==> src/rtl/mem_access_stage_pkg.sv <==
// Shared definitions for the memory-access stage: ByteSel encodings, FSM
// state type, byte-lane masks and small helpers for alignment, byte enables
// and store-lane replication.
package mem_access_stage_pkg;

    localparam logic [1:0] BSEL_WORD = 2'b00;
    localparam logic [1:0] BSEL_BYTE = 2'b01;
    localparam logic [1:0] BSEL_HALF = 2'b10;

    typedef enum logic {ST_IDLE = 1'b0, ST_ACCESS = 1'b1} state_t;

    localparam logic [3:0] LANE_BYTE = 4'b0001;
    localparam logic [3:0] LANE_HALF = 4'b0011;
    localparam logic [3:0] LANE_WORD = 4'b1111;

    function automatic logic is_aligned(input logic [1:0] bsel, input logic [1:0] a);
        case (bsel)
            BSEL_BYTE: return 1'b1;
            BSEL_HALF: return ~a[0];
            default:   return (a == 2'b00);   // 11 behaves as word
        endcase
    endfunction

    function automatic logic [3:0] byte_enables(input logic [1:0] bsel, input logic [1:0] a);
        case (bsel)
            BSEL_BYTE: return LANE_BYTE << a;
            BSEL_HALF: return LANE_HALF << a;
            default:   return LANE_WORD;
        endcase
    endfunction

    function automatic logic [31:0] store_lanes(input logic [1:0] bsel, input logic [31:0] d);
        case (bsel)
            BSEL_BYTE: return {4{d[7:0]}};
            BSEL_HALF: return {2{d[15:0]}};
            default:   return d;
        endcase
    endfunction

endpackage

==> src/rtl/mem_access_stage_load_align_ext.sv <==
// load_align_ext: picks the addressed byte/halfword lane out of a read word
// and sign- or zero-extends it to 32 bits. Purely combinational.
// Ports: rdata (read word), addr_lo (address bits [1:0]), bsel (ByteSel),
//        load_unsigned (1 = zero-extend), data (extended result).
module load_align_ext
    import mem_access_stage_pkg::*;
(
    input  logic [31:0] rdata,
    input  logic [1:0]  addr_lo,
    input  logic [1:0]  bsel,
    input  logic        load_unsigned,
    output logic [31:0] data
);

    logic [7:0]  byte_lane;
    logic [15:0] half_lane;

    always_comb begin
        byte_lane = rdata[7:0];
        case (addr_lo)
            2'd0:    byte_lane = rdata[7:0];
            2'd1:    byte_lane = rdata[15:8];
            2'd2:    byte_lane = rdata[23:16];
            default: byte_lane = rdata[31:24];
        endcase
        half_lane = addr_lo[1] ? rdata[31:16] : rdata[15:0];

        case (bsel)
            BSEL_BYTE: data = {{24{~load_unsigned & byte_lane[7]}}, byte_lane};
            BSEL_HALF: data = {{16{~load_unsigned & half_lane[15]}}, half_lane};
            default:   data = rdata;
        endcase
    end

endmodule

==> src/rtl/mem_access_stage.sv <==
// mem_access_stage: MEM stage between EX/MEM and MEM/WB. Issues word/half/
// byte loads and stores over a request/ready handshake, stalls upstream while
// an access is outstanding and registers write-back data and control.
// Ports: Clk/Rst; EX/MEM inputs (Valid, ALUResult, StoreData, MemRead,
//        MemWrite, ByteSel, LoadUnsigned, RegWrite, MemToReg, WriteAddr);
//        memory side (MemReq, MemWe, MemAddr, MemBe, MemWData, MemReady,
//        MemRData); Stall; MEM/WB outputs (WB_*); AlignErr/BusErr pulses.
module mem_access_stage
    import mem_access_stage_pkg::*;
#(
    parameter int TIMEOUT = 255
)(
    input  logic        Clk,
    input  logic        Rst,
    input  logic        Valid,
    input  logic [31:0] ALUResult,
    input  logic [31:0] StoreData,
    input  logic        MemRead,
    input  logic        MemWrite,
    input  logic [1:0]  ByteSel,
    input  logic        LoadUnsigned,
    input  logic        RegWrite,
    input  logic        MemToReg,
    input  logic [4:0]  WriteAddr,
    output logic        MemReq,
    output logic        MemWe,
    output logic [31:0] MemAddr,
    output logic [3:0]  MemBe,
    output logic [31:0] MemWData,
    input  logic        MemReady,
    input  logic [31:0] MemRData,
    output logic        Stall,
    output logic        WB_Valid,
    output logic        WB_RegWrite,
    output logic        WB_MemToReg,
    output logic [4:0]  WB_WriteAddr,
    output logic [31:0] WB_ALUResult,
    output logic [31:0] WB_ReadData,
    output logic        AlignErr,
    output logic        BusErr
);

    localparam logic [9:0] TIMEOUT_M1 = 10'(TIMEOUT - 1);

    state_t      state;
    logic [9:0]  cnt;
    logic [31:0] addr_q;
    logic [1:0]  bsel_q;
    logic        uns_q, we_q, regwrite_q, memtoreg_q;
    logic [4:0]  waddr_q;
    logic [31:0] load_data;

    logic mem_op, aligned, start, timeout_hit;

    assign mem_op      = MemRead | MemWrite;
    assign aligned     = is_aligned(ByteSel, ALUResult[1:0]);
    assign start       = (state == ST_IDLE) & Valid & mem_op & aligned;
    assign timeout_hit = (state == ST_ACCESS) & ~MemReady & (cnt == TIMEOUT_M1);

    assign MemReq = (state == ST_ACCESS);
    assign MemWe  = MemReq & we_q;
    // Stall releases in the completing cycle (ready or timeout) so upstream
    // advances on the same edge the result is written; reset forces it low.
    assign Stall  = ~Rst & (start | (MemReq & ~MemReady & ~timeout_hit));

    load_align_ext u_load_align_ext (
        .rdata         (MemRData),
        .addr_lo       (addr_q[1:0]),
        .bsel          (bsel_q),
        .load_unsigned (uns_q),
        .data          (load_data)
    );

    always_ff @(posedge Clk or posedge Rst) begin
        if (Rst) begin
            state        <= ST_IDLE;
            cnt          <= '0;
            addr_q       <= '0;
            bsel_q       <= '0;
            uns_q        <= 1'b0;
            we_q         <= 1'b0;
            regwrite_q   <= 1'b0;
            memtoreg_q   <= 1'b0;
            waddr_q      <= '0;
            MemAddr      <= '0;
            MemBe        <= '0;
            MemWData     <= '0;
            WB_Valid     <= 1'b0;
            WB_RegWrite  <= 1'b0;
            WB_MemToReg  <= 1'b0;
            WB_WriteAddr <= '0;
            WB_ALUResult <= '0;
            WB_ReadData  <= '0;
            AlignErr     <= 1'b0;
            BusErr       <= 1'b0;
        end else begin
            WB_Valid <= 1'b0;
            AlignErr <= 1'b0;
            BusErr   <= 1'b0;
            case (state)
                ST_IDLE: begin
                    if (Valid) begin
                        if (start) begin
                            state      <= ST_ACCESS;
                            cnt        <= '0;
                            addr_q     <= ALUResult;
                            bsel_q     <= ByteSel;
                            uns_q      <= LoadUnsigned;
                            we_q       <= MemWrite;   // read+write resolves to store
                            regwrite_q <= RegWrite;
                            memtoreg_q <= MemToReg;
                            waddr_q    <= WriteAddr;
                            MemAddr    <= {ALUResult[31:2], 2'b00};
                            MemBe      <= byte_enables(ByteSel, ALUResult[1:0]);
                            MemWData   <= store_lanes(ByteSel, StoreData);
                        end else begin
                            // Non-memory op or misaligned access retires now;
                            // a misaligned one must not write the register file.
                            WB_Valid     <= 1'b1;
                            WB_RegWrite  <= RegWrite & ~mem_op;
                            WB_MemToReg  <= MemToReg;
                            WB_WriteAddr <= WriteAddr;
                            WB_ALUResult <= ALUResult;
                            WB_ReadData  <= '0;
                            AlignErr     <= mem_op;
                        end
                    end
                end
                ST_ACCESS: begin
                    if (MemReady || timeout_hit) begin
                        state        <= ST_IDLE;
                        WB_Valid     <= 1'b1;
                        WB_RegWrite  <= regwrite_q & MemReady;
                        WB_MemToReg  <= memtoreg_q;
                        WB_WriteAddr <= waddr_q;
                        WB_ALUResult <= addr_q;
                        WB_ReadData  <= (MemReady & ~we_q) ? load_data : '0;
                        BusErr       <= ~MemReady;
                    end else begin
                        cnt <= cnt + 10'd1;
                    end
                end
                default: state <= ST_IDLE;
            endcase
        end
    end

endmodule

==> config.mk <==
export PLATFORM = sky130hd
export DESIGN_NAME = mem_access_stage
export DESIGN_NICKNAME = d
export VERILOG_FILES = /design/src/rtl/mem_access_stage_pkg.sv /design/src/rtl/mem_access_stage_load_align_ext.sv /design/src/rtl/mem_access_stage.sv
export SDC_FILE = /design/constraint.sdc
export NUM_CORES = 1
export LEC_CHECK = 0
export BUFFER_PORTS_ARGS = -buffer_cell sky130_fd_sc_hd__buf_2
export CORE_ASPECT_RATIO = 0.8
export CORE_MARGIN = 2
export CORE_UTILIZATION = 56
export DETAILED_ROUTE_END_ITERATION = 10
export PLACE_DENSITY = 0.84
export SLEW_MARGIN = 20
export SYNTH_ARGS = -nofsm -noshare
export SYNTH_HDL_FRONTEND = slang
export SYNTH_SLANG_ARGS = --single-unit
==> constraint.sdc <==
create_clock -name Clk -period 18.65 [get_ports Clk]
set_input_delay 3.73 -clock Clk [delete_from_list [all_inputs] [get_ports Clk]]
set_output_delay 3.73 -clock Clk [all_outputs]
set_load 0.03 [all_outputs]
-- Word-level counts from Yosys, hierarchy flattened
Cells that the tools add are included.
- flip-flop bits (word level): 194
- latch bits: 0
- memory bits (writable): 0
- ROM bits: 0
- bits of input ports: 112
- output and inout bits: 145
- memories: 0
- add/subtract/negate cells: 1
- multipliers: 0
- divide/modulo/power cells: 0
- order comparisons: 0
- eq/ne operators: 12
- shift-type cells: 2
- muxes and demuxes: 44
- bitwise gates (word level): 23
- reduce and logical (&&, ||, !) cells: 6
- operator list (cell ; count):
    $pmux W32 S2 ; 4
    $mux W32 ; 7
    $mux W10 ; 3
    $pmux W8 S3 ; 1
    $pmux W10 S2 ; 1
    $mux W1 ; 17
    $mux W16 ; 1
    $mux W5 ; 3
    $and A1 B1 Y1 ; 13
    $add A10 B1 Y10 const B ; 1
    $eq A10 B8 Y1 const B ; 1
    $pmux W1 S2 ; 5
    $pmux W5 S2 ; 1
    $reduce_and A3 Y1 ; 3
    $ne A2 B2 Y1 const B ; 4
    $not A1 Y1 ; 8
    $pmux W4 S2 ; 1
    $eq A2 B1 Y1 const B ; 3
    $eq A2 B2 Y1 const B ; 3
    $logic_not A2 Y1 ; 2
    $shl A1 B2 Y4 const A ; 1
    $shl A2 B2 Y4 const A ; 1
    $ne A2 B1 Y1 const B ; 1
    $or A1 B1 Y1 ; 2
    $logic_or A1 B1 Y1 ; 1

-- Logic depth before layout (Yosys ltp)
Gate-level depths: netlist of the first run.
- depth in word-level cells: 7
- gate-level depth with buffers: 9

-- Modules after synthesis
A second synthesis of the first run with hierarchy kept.
- cells, all modules: 866
- area, all modules: 7895.1 um2
- modules (own cells, without submodules) (module ; instances ; cells each ; area an instance (um2) ; sequential area each (um2)):
    mem_access_stage ; 1 ; 753 ; 7183.1 ; 4103.9
    load_align_ext ; 1 ; 113 ; 711.9 ; 0.0

-- Least setup slack after synthesis of the first run
Ideal clock, no wire load.
- path type: input port to output port
- start point: input port Rst
- end point: output port Stall
- arrival: 7.735 ns
- data required time: 14.920 ns
- setup slack: 7.185 ns
- cell stages on the path: 2
- buffers on the path: 0
- path through: inv_1 and2_1
- cells in the longest elaborated chain, start to end: 2
- ends and longest elaborated chain (item ; RTL line ; RTL):
    from (decl) ; mem_access_stage.sv:14 ; input logic Rst,
    $not A1 Y1 ; mem_access_stage.sv:64 ; assign Stall = ~Rst & (start | (MemReq & ~MemReady & ~timeout_hit));
    $and A1 B1 Y1 ; mem_access_stage.sv:64 ;
    to (decl) ; mem_access_stage.sv:32 ; output logic Stall,
No other way between the ends.

-- Worst setup path in the final report of the first run
- start point: input port ByteSel[0]
- end point: output port Stall
- cells in the longest elaborated chain, start to end: 5
- elaborated cells on any way between the ends: 6
- ends and longest elaborated chain (item ; RTL line ; RTL):
    from (decl) ; mem_access_stage.sv:20 ; input logic [1:0] ByteSel,
    $eq A2 B2 Y1 or $eq A2 B1 Y1 (tied branches) ; mem_access_stage_pkg.sv:17 ; case (bsel)
    $pmux W1 S2 (*) ; mem_access_stage_pkg.sv:17 ;
    $and A1 B1 Y1 (*) ; mem_access_stage.sv:57 ; assign start = (state == ST_IDLE) & Valid & mem_op & aligned;
    $or A1 B1 Y1 (*) ; mem_access_stage.sv:64 ;
    $and A1 B1 Y1 (*) ; mem_access_stage.sv:64 ;
Every way passes the cells marked *; elsewhere a longest branch is shown, timed or not.

==> results.rst, run 1 <==
.. list-table::
   :header-rows: 1

   * - Metric
     - Value
   * - Run status
     - finished clean
   * - Seq/Total Area, Yosys
     - ~50%
   * - Critical Path Slowest Stage Cell
     - or4b_1
   * - Clock tree from TritonCTS
     - done
   * - Synthesized area per cell
     - roughly 12 um2
   * - Area grow syn2layout
     - 20.8%
   * - Unrepaired setup endpoints after global routing
     - no
   * - Longest Clk Path Bufs
     - 2
   * - Max Clk Rate
     - approximately 100 MHz
   * - Clock latency of the later-clocked register in the worst-skew pair
     - 0.41 ns
   * - Arrival @ worst endpoint
     - just over 6 ns
   * - Share of synthesized registers carrying an async set or reset
     - 100%
   * - Most common flop cell mapped by yosys
     - dfrtp_1
   * - Pre-Repair DR Iteration Count
     - 5
   * - Critical Path Source
     - ByteSel[0]
   * - DRC violations left
     - 0
   * - Crit-path cells
     - buf_2 -> inv_1 -> ha_1 -> buf_4 -> nor3_1 -> or4b_1 -> o21ai_0 -> and2_1 -> buf_2
   * - Worst setup slack after placement
     - 8.85 ns
   * - Worst Max-Slew Pin Slew
     - 1.03 ns
   * - Slew Viols, Final
     - 0
   * - Routability Congestion
     - between 0.8 and 0.9
   * - Fraction of final layout cells with drive strength greater than 1
     - 50.7%
   * - Leakage power figure
     - approximately 0.0048 uW
   * - Category of the critical setup timing path
     - input port to output pin
   * - Count of boundary I/O pins
     - 257
   * - Fin worst setup slack
     - 8.80 ns
   * - All-layer global routing usage
     - 25.4%
   * - Antenna diode count
     - 0
   * - Violation count after the first detailed-routing iteration
     - around 350
   * - Non-filler instance count after layout
     - between 1000 and 1500
   * - Peak ir drop on the vdd network
     - between 0.0001 and 0.00015 V
   * - Critical Path Most Common Cell
     - buf_2
   * - Via count of the routed design
     - between 6000 and 7000
   * - Hold path startpoint
     - WB_ReadData[9]$_DFFE_PP0P_
   * - Die area
     - about 16000 um2
   * - Average wire length per cell after detail routing
     - ~18 um
   * - First-pass GRT wire length
     - 31400 um
   * - Post-route setup TNS
     - 0 ns
   * - Placed instance count
     - roughly 1000
   * - Post-CTS Hold Fix Bufs
     - 0
   * - Hold Slack
     - approximately 0.47 ns
   * - Highest net fanout along the worst path
     - 40
   * - Buffer type at the clock tree root
     - clkbuf_16
   * - Final min period
     - between 9 and 10 ns
   * - Data required time of the critical path
     - 14.92 ns
   * - Number of enable-type register cells in the synthesized netlist
     - 0
   * - Remaining number of nets flagged by the antenna check after routing
     - 0
   * - Number of buffers inserted during clock tree synthesis
     - 17
   * - Via density per instance
     - 5.71
   * - Vias in the first global route
     - a little over 6000
   * - Final WL
     - about 19000 um
   * - Nets@finish
     - between 900 and 1000
   * - Total number of placement rows
     - 39
   * - Dpl hpwl
     - 13400 um
   * - Post-CTS repair timing setup buffer count
     - 0
   * - Number of gates given a new drive strength after cts
     - 0
   * - Max-cap violations
     - 0
   * - Remaining Overflow, GRT
     - 0
   * - Count of yosys warnings during synthesis
     - 0
   * - Cell accounting for the most synthesized area
     - dfrtp_1
   * - #FFs+latches synth
     - approximately 160
   * - Cells after synthesis
     - 664
   * - Count of clock tree sinks
     - 164
   * - Initial antenna violation count
     - 0
   * - Type of destination of the critical path
     - output pin
   * - Max H-tree Level
     - 4
   * - Final Hold Fails
     - 0
   * - Area share of the leading cell type in the synthesized netlist
     - between 50% and 60%
   * - Maximum number of pins on one net before global-route repair
     - a little under 80
   * - Max-slew headroom at the worst pin
     - about a third
   * - Clock edge transition at the registers on the reported setup and hold paths
     - about 0.070 ns
   * - Final worst clock skew
     - approximately 0.0067 ns
   * - Core Region
     - between 10000 and 15000 um2
   * - Pwr Density
     - 145 nW/um2
   * - Final cycle utilization of the critical path
     - a little over half
   * - I/O Buffers
     - around 250
   * - Distinct cells, synth
     - approximately 50
   * - Reg-to-reg critical path startpoint
     - MemReq$_DFF_PP0_
   * - Floorplan die height
     - about 110 um
   * - Post-synth design cell area
     - approximately 8000 um2
   * - Worst hold path class
     - flip-flop to flip-flop
   * - Starting utilization of the core area
     - ~57%
   * - Setup crit start kind
     - input port
   * - Maximum cell stage delay along the critical path
     - between 0.6 and 0.7 ns
   * - X dimension of the die
     - around 140 um
   * - Number of setup violations in the final report
     - 0
   * - Area contributors post-synth
     - dfrtp_1 50%, mux2_2 20%, buf_4 3.7%
## kinds of logic after synthesis
| kind of cell | count (synthesis) | share of synthesized area, % |
|---|---|---|
| flip-flops | 164 | 50.5 |
| multiplexers | 159 | 22.0 |
| AO/OA/AOI/OAI | 151 | 13.5 |
| buffers and inverters | 105 | 7.25 |
| AND/OR/NAND/NOR | 76 | 5.59 |
| adder cells (fa/ha/maj) | 6 | 0.923 |
| XOR/XNOR | 2 | 0.215 |
| other | 1 | 0.0461 |
## per-layer routing
metal	vias up	share of wire (%)	global-route usage, %
met5	-	0	0
li1	2823	-	-
met3	38	7.4	6.41
met4	0	3.0	11.6
met2	267	48	41.0
met1	2972	42	32.5
## sequential cells by signal (all words and copies together), names as in the netlist, 2 cells and up
| signal | flops |
|---|---|
| MemBe | 4 |
| addr_q | 32 |
| cnt | 10 |
| bsel_q | 2 |
| WB_ReadData | 32 |
| WB_WriteAddr | 5 |
| WB_ALUResult | 32 |
| waddr_q | 5 |
| MemWData | 32 |
## cell usage in the layout (no fill, tap or decap), types with 13 or more instances in the layout
cell       count
a22oi_1       16
buf_2        254
nand2_1       13
mux2_2       147
a21oi_1       30
dfrtp_1      163
o2bb2ai_1     17
o21ai_0       18
inv_1         28
o211ai_1      16
clkbuf_16     17
## worst max-delay path: cells and delay by family
family / cells / cell delay [ns]
buf+inv: 4 / 0.68
compound gates: 1 / 0.43
fa+ha+maj: 1 / 0.27
simple gates: 3 / 0.99
## metrics by stage
step	cell area, um2	utilization [%]	power [uW]
global placement	9230	64.8	1070
CTS	9820	68.9	1430
detailed placement	9240	64.8	1090
floorplan	8140	-	953
global route	9820	68.9	1490
finish	9820	68.9	1420
## layout make-up
| class | count | area (um2) |
|---|---|---|
| well taps | 184 | 230 |
| flip-flops and latches | 164 | 4110 |
| repair buffers | 263 | 1340 |
| inverters | 29 | 114 |
| clock inverters | 14 | 145 |
| multi-input cells | 396 | 3450 |
| clock buffers | 18 | 439 |
| fillers | 1052 | 4430 |
## cell usage after synthesis, drive strengths merged, types with 4 or more instances
library cell,number
o2bb2ai,17
inv,29
nor2b,11
and2,11
o211ai,16
a31oi,9
a22o,8
buf,52
nor2,10
mux2,151
ha,6
mux2i,7
a21o,9
dfrtp,164
nand3,4
o21ai,18
a221oi,8
nand2,13
a22oi,16
and3b,7
a21oi,30
a221o,7
clkbuf,24
## report_power, final
part | internal, uW | total (uW) | leakage (uW) | switching, uW
Sequential | 457 | 523 | 0.00204 | 66.4
Combinational | 202 | 558 | 0.00245 | 356
Clock | 192 | 342 | 0.000283 | 151
Total | 850 | 1420 | 0.00476 | 573
## final timing paths
path,end,slack [ns],cells past startpoint
worst min-delay path,WB_ReadData[9]$_DFFE_PP0P_,0.47,1
max in group asynchronous,addr_q[31]$_DFFE_PP0P_,13.49,4
worst max register to register,addr_q[24]$_DFFE_PP0P_,15.40,5
worst min register to register,WB_ReadData[9]$_DFFE_PP0P_,0.47,1
worst max-delay path,Stall,8.80,9
min in group asynchronous,addr_q[11]$_DFFE_PP0P_,3.37,2
(Power assumes the default switching activity.)
==> inputs of run 2 (changes only) <==
Settings changed: CORE_UTILIZATION 56 to 47, PLACE_DENSITY 0.84 to 0.74.
Clock period 18.65 ns to 9 ns, I/O delays scaled along.
==> results.rst, run 2 (same netlist as run 1, synthesis figures left out) <==
.. list-table::
   :header-rows: 1

   * - Metric
     - Value
   * - Via count of the routed design
     - 6002 (-1.6%)
   * - Max-cap violations
     - 0 (unchanged)
   * - Core occupancy in the finished layout
     - 58.6% (-10 points)
   * - Pre-Repair DR Iteration Count
     - 5 (unchanged)
   * - Number of cells on the worst hold path
     - 1 (unchanged)
   * - Final Hold Fails
     - 0 (unchanged)
   * - Number of setup violations in the final report
     - 0 (unchanged)
   * - Worst setup slack after placement
     - 3.11 ns (-5.74 ns)
   * - Fin worst setup slack
     - 3.12 ns (-5.68 ns)
   * - Maximum number of pins on one net before global-route repair
     - 78 (+1.3%)
   * - Type of destination of the critical path
     - output pin
   * - Highest net fanout along the worst path
     - 40 (unchanged)
   * - Area of all sequential standard cells
     - 4110 um2 (unchanged)
   * - Register share of total power
     - 37.3% (+0.6 points)
   * - Starting utilization of the core area
     - 48.5% (-8.6 points)
   * - Clock tree from TritonCTS
     - done
   * - Count of boundary I/O pins
     - 257 (unchanged)
   * - Max Clk Rate
     - approximately 170 MHz
   * - Run status
     - finished clean
   * - Max H-tree Level
     - 4 (unchanged)
   * - Stages on the worst setup path
     - 9 (unchanged)
   * - Peak ir drop on the vdd network
     - 0.000206 V (+100%)
   * - Reported net switching power
     - 1190 uW (+110%)
   * - Number of buffers inserted during clock tree synthesis
     - 17 (unchanged)
   * - Cell-internal power
     - 1720 uW (+100%)
   * - Post-CTS Hold Fix Bufs
     - 0 (unchanged)
   * - Worst hold path class
     - flip-flop to flip-flop
   * - Die area
     - 18400 um2 (+19%)
   * - Number of buffers and inverters on the critical path
     - 4 (unchanged)
   * - Dpl hpwl
     - 14100 um (+4.6%)
   * - Violation count after the first detailed-routing iteration
     - 307 (-13%)
   * - Final min period
     - roughly 5.9 ns
   * - Most frequent cells in the layout
     - 254 x buf_2, 163 x dfrtp_1, 147 x mux2_2
   * - R2r worst-path depth
     - 5 (unchanged)
   * - DRC violations left
     - 0 (unchanged)
   * - Data required time of the critical path
     - 7.20 ns (-7.72 ns)
   * - Total number of placement rows
     - 42 (+7.7%)
   * - Pwr Density
     - 297 nW/um2 (+100%)
   * - Clock latency of the later-clocked register in the worst-skew pair
     - 0.42 ns (about the same)
   * - Crit-path cells
     - buf_2 -> inv_1 -> ha_1 -> buf_4 -> nor3_1 -> or4b_1 -> o21ai_0 -> and2_1 -> buf_2
   * - Count of clock tree sinks
     - 164 (unchanged)
   * - All-layer global routing usage
     - 21.7% (-3.7 points)
   * - Post-CTS repair timing setup buffer count
     - 0 (unchanged)
   * - X dimension of the die
     - 151 um (+8.9%)
   * - Arrival @ worst endpoint
     - 4.08 ns (-2.04 ns)
   * - Floorplan die height
     - 122 um (+8.8%)
   * - Max-slew headroom at the worst pin
     - 31.3% (-0.033 points)
   * - Remaining number of nets flagged by the antenna check after routing
     - 0 (unchanged)
   * - Clock group share of total power
     - 23.2% (-0.9 points)
   * - Average wire length per cell after detail routing
     - 18.1 um (+0.56%)
   * - Via density per instance
     - 5.44 (-4.7%)
   * - Vias in the first global route
     - 5911 (-2.7%)
   * - Fraction of final layout cells with drive strength greater than 1
     - 50.6% (-0.056 points)
   * - Longest Clk Path Bufs
     - 2 (unchanged)
   * - Cell type group with the largest total delay on the critical path
     - simple AND/OR/NAND/NOR gates
   * - Final WL
     - 20000 um (+3.9%)
   * - Clock edge transition at the registers on the reported setup and hold paths
     - 0.06 ns (about the same)
   * - Number of gates given a new drive strength after cts
     - 0 (unchanged)
   * - Power after layout
     - 2910 uW (+100%)
   * - Initial antenna violation count
     - 0 (unchanged)
   * - Fillers
     - 1447 (+38%)
   * - Maximum cell stage delay along the critical path
     - 0.68 ns (about the same)
   * - First-pass GRT wire length
     - 31100 um (-1.0%)
   * - Routability Congestion
     - 0.843 (-2.5%)
   * - Slew Viols, Final
     - 0 (unchanged)
   * - Final worst clock skew
     - 0.0110 ns (+0.00435 ns)
   * - Antenna diode count
     - 0 (unchanged)
   * - Critical Path Most Common Cell
     - buf_2
   * - Leakage power figure
     - 0.00474 uW (-0.48%)
   * - Combinational cell fraction of total power
     - 39.5% (+0.3 points)
   * - Category of the critical setup timing path
     - input port to output pin
   * - Final cycle utilization of the critical path
     - around 65%
   * - Core Region
     - 16800 um2 (+18%)
   * - Multi-input combinational cell area
     - 3460 um2 (+0.18%)
   * - Critical Path Slowest Stage Cell
     - or4b_1
   * - Remaining Overflow, GRT
     - 0 (unchanged)
   * - Worst Max-Slew Pin Slew
     - 1.03 ns (+0.000496 ns)
   * - Buffer type at the clock tree root
     - clkbuf_16
   * - Nets@finish
     - 988 (-0.10%)
   * - I/O Buffers
     - 254 (unchanged)
   * - Setup crit start kind
     - input port
   * - Commonest non-fill, non-tap cell in the layout
     - buf_2
   * - Unrepaired setup endpoints after global routing
     - no
   * - Switching share of power
     - 40.9% (+0.62 points)
   * - Post-route setup TNS
     - 0 ns (unchanged)
   * - Area grow syn2layout
     - 20.9% (about the same)
==> run 2: layout make-up <==
cell class / instances / share of cell area (%)
Clock buffer: 18 / 4.37
Clock inverter: 14 / 1.21
Multi-Input combinational cell: 396 / 35.2
Inverter: 29 / 1.16
Tap cell: 220 / 2.80
Sequential cell: 164 / 41.8
Timing Repair Buffer: 262 / 13.5
==> run 2: final timing paths <==
check / startpoint / to / slack, ns
hold / removal: WB_ReadData[11]$_DFFE_PP0P_ / WB_ReadData[11]$_DFFE_PP0P_ / 0.48
setup reg to reg: MemReq$_DFF_PP0_ / addr_q[23]$_DFFE_PP0P_ / 5.61
min in group asynchronous: Rst / addr_q[4]$_DFFE_PP0P_ / 1.38
setup / recovery: ByteSel[0] / Stall / 3.12
max in group asynchronous: Rst / WB_WriteAddr[2]$_DFFE_PP0P_ / 6.29
hold reg to reg: WB_ReadData[11]$_DFFE_PP0P_ / WB_ReadData[11]$_DFFE_PP0P_ / 0.48
==> run 2: layer usage <==
metal	part of all wire (%)	routed length (um)	up-vias	global-route usage [%]
li1	-	-	2812	-
met1	43	8670	2952	28.7
met2	48	9590	219	35.1
met3	7.2	1440	19	6.07
met4	1.3	254	0	5.90
met5	0	0	-	0
==> run 2: power groups by stage <==
| stage | Sequential [uW] | Combinational, uW | Clock [uW] |
|---|---|---|---|
| after floorplan | 1340 | 638 | 0 |
| after global placement | 1090 | 1140 | 0 |
| after detailed placement | 1100 | 1160 | 0 |
| after CTS | 1090 | 1160 | 692 |
| after global routing | 1120 | 1230 | 722 |
| final | 1090 | 1150 | 676 |
==> run 2: through the flow <==
stage,area [um2],cells,hold slack (ns)
floorplan,8140,665,0.439
global placement,9280,1071,0.455
detailed placement,9280,1071,0.463
CTS,9820,1103,0.479
global route,9830,1103,0.486
finish,9830,1103,0.475
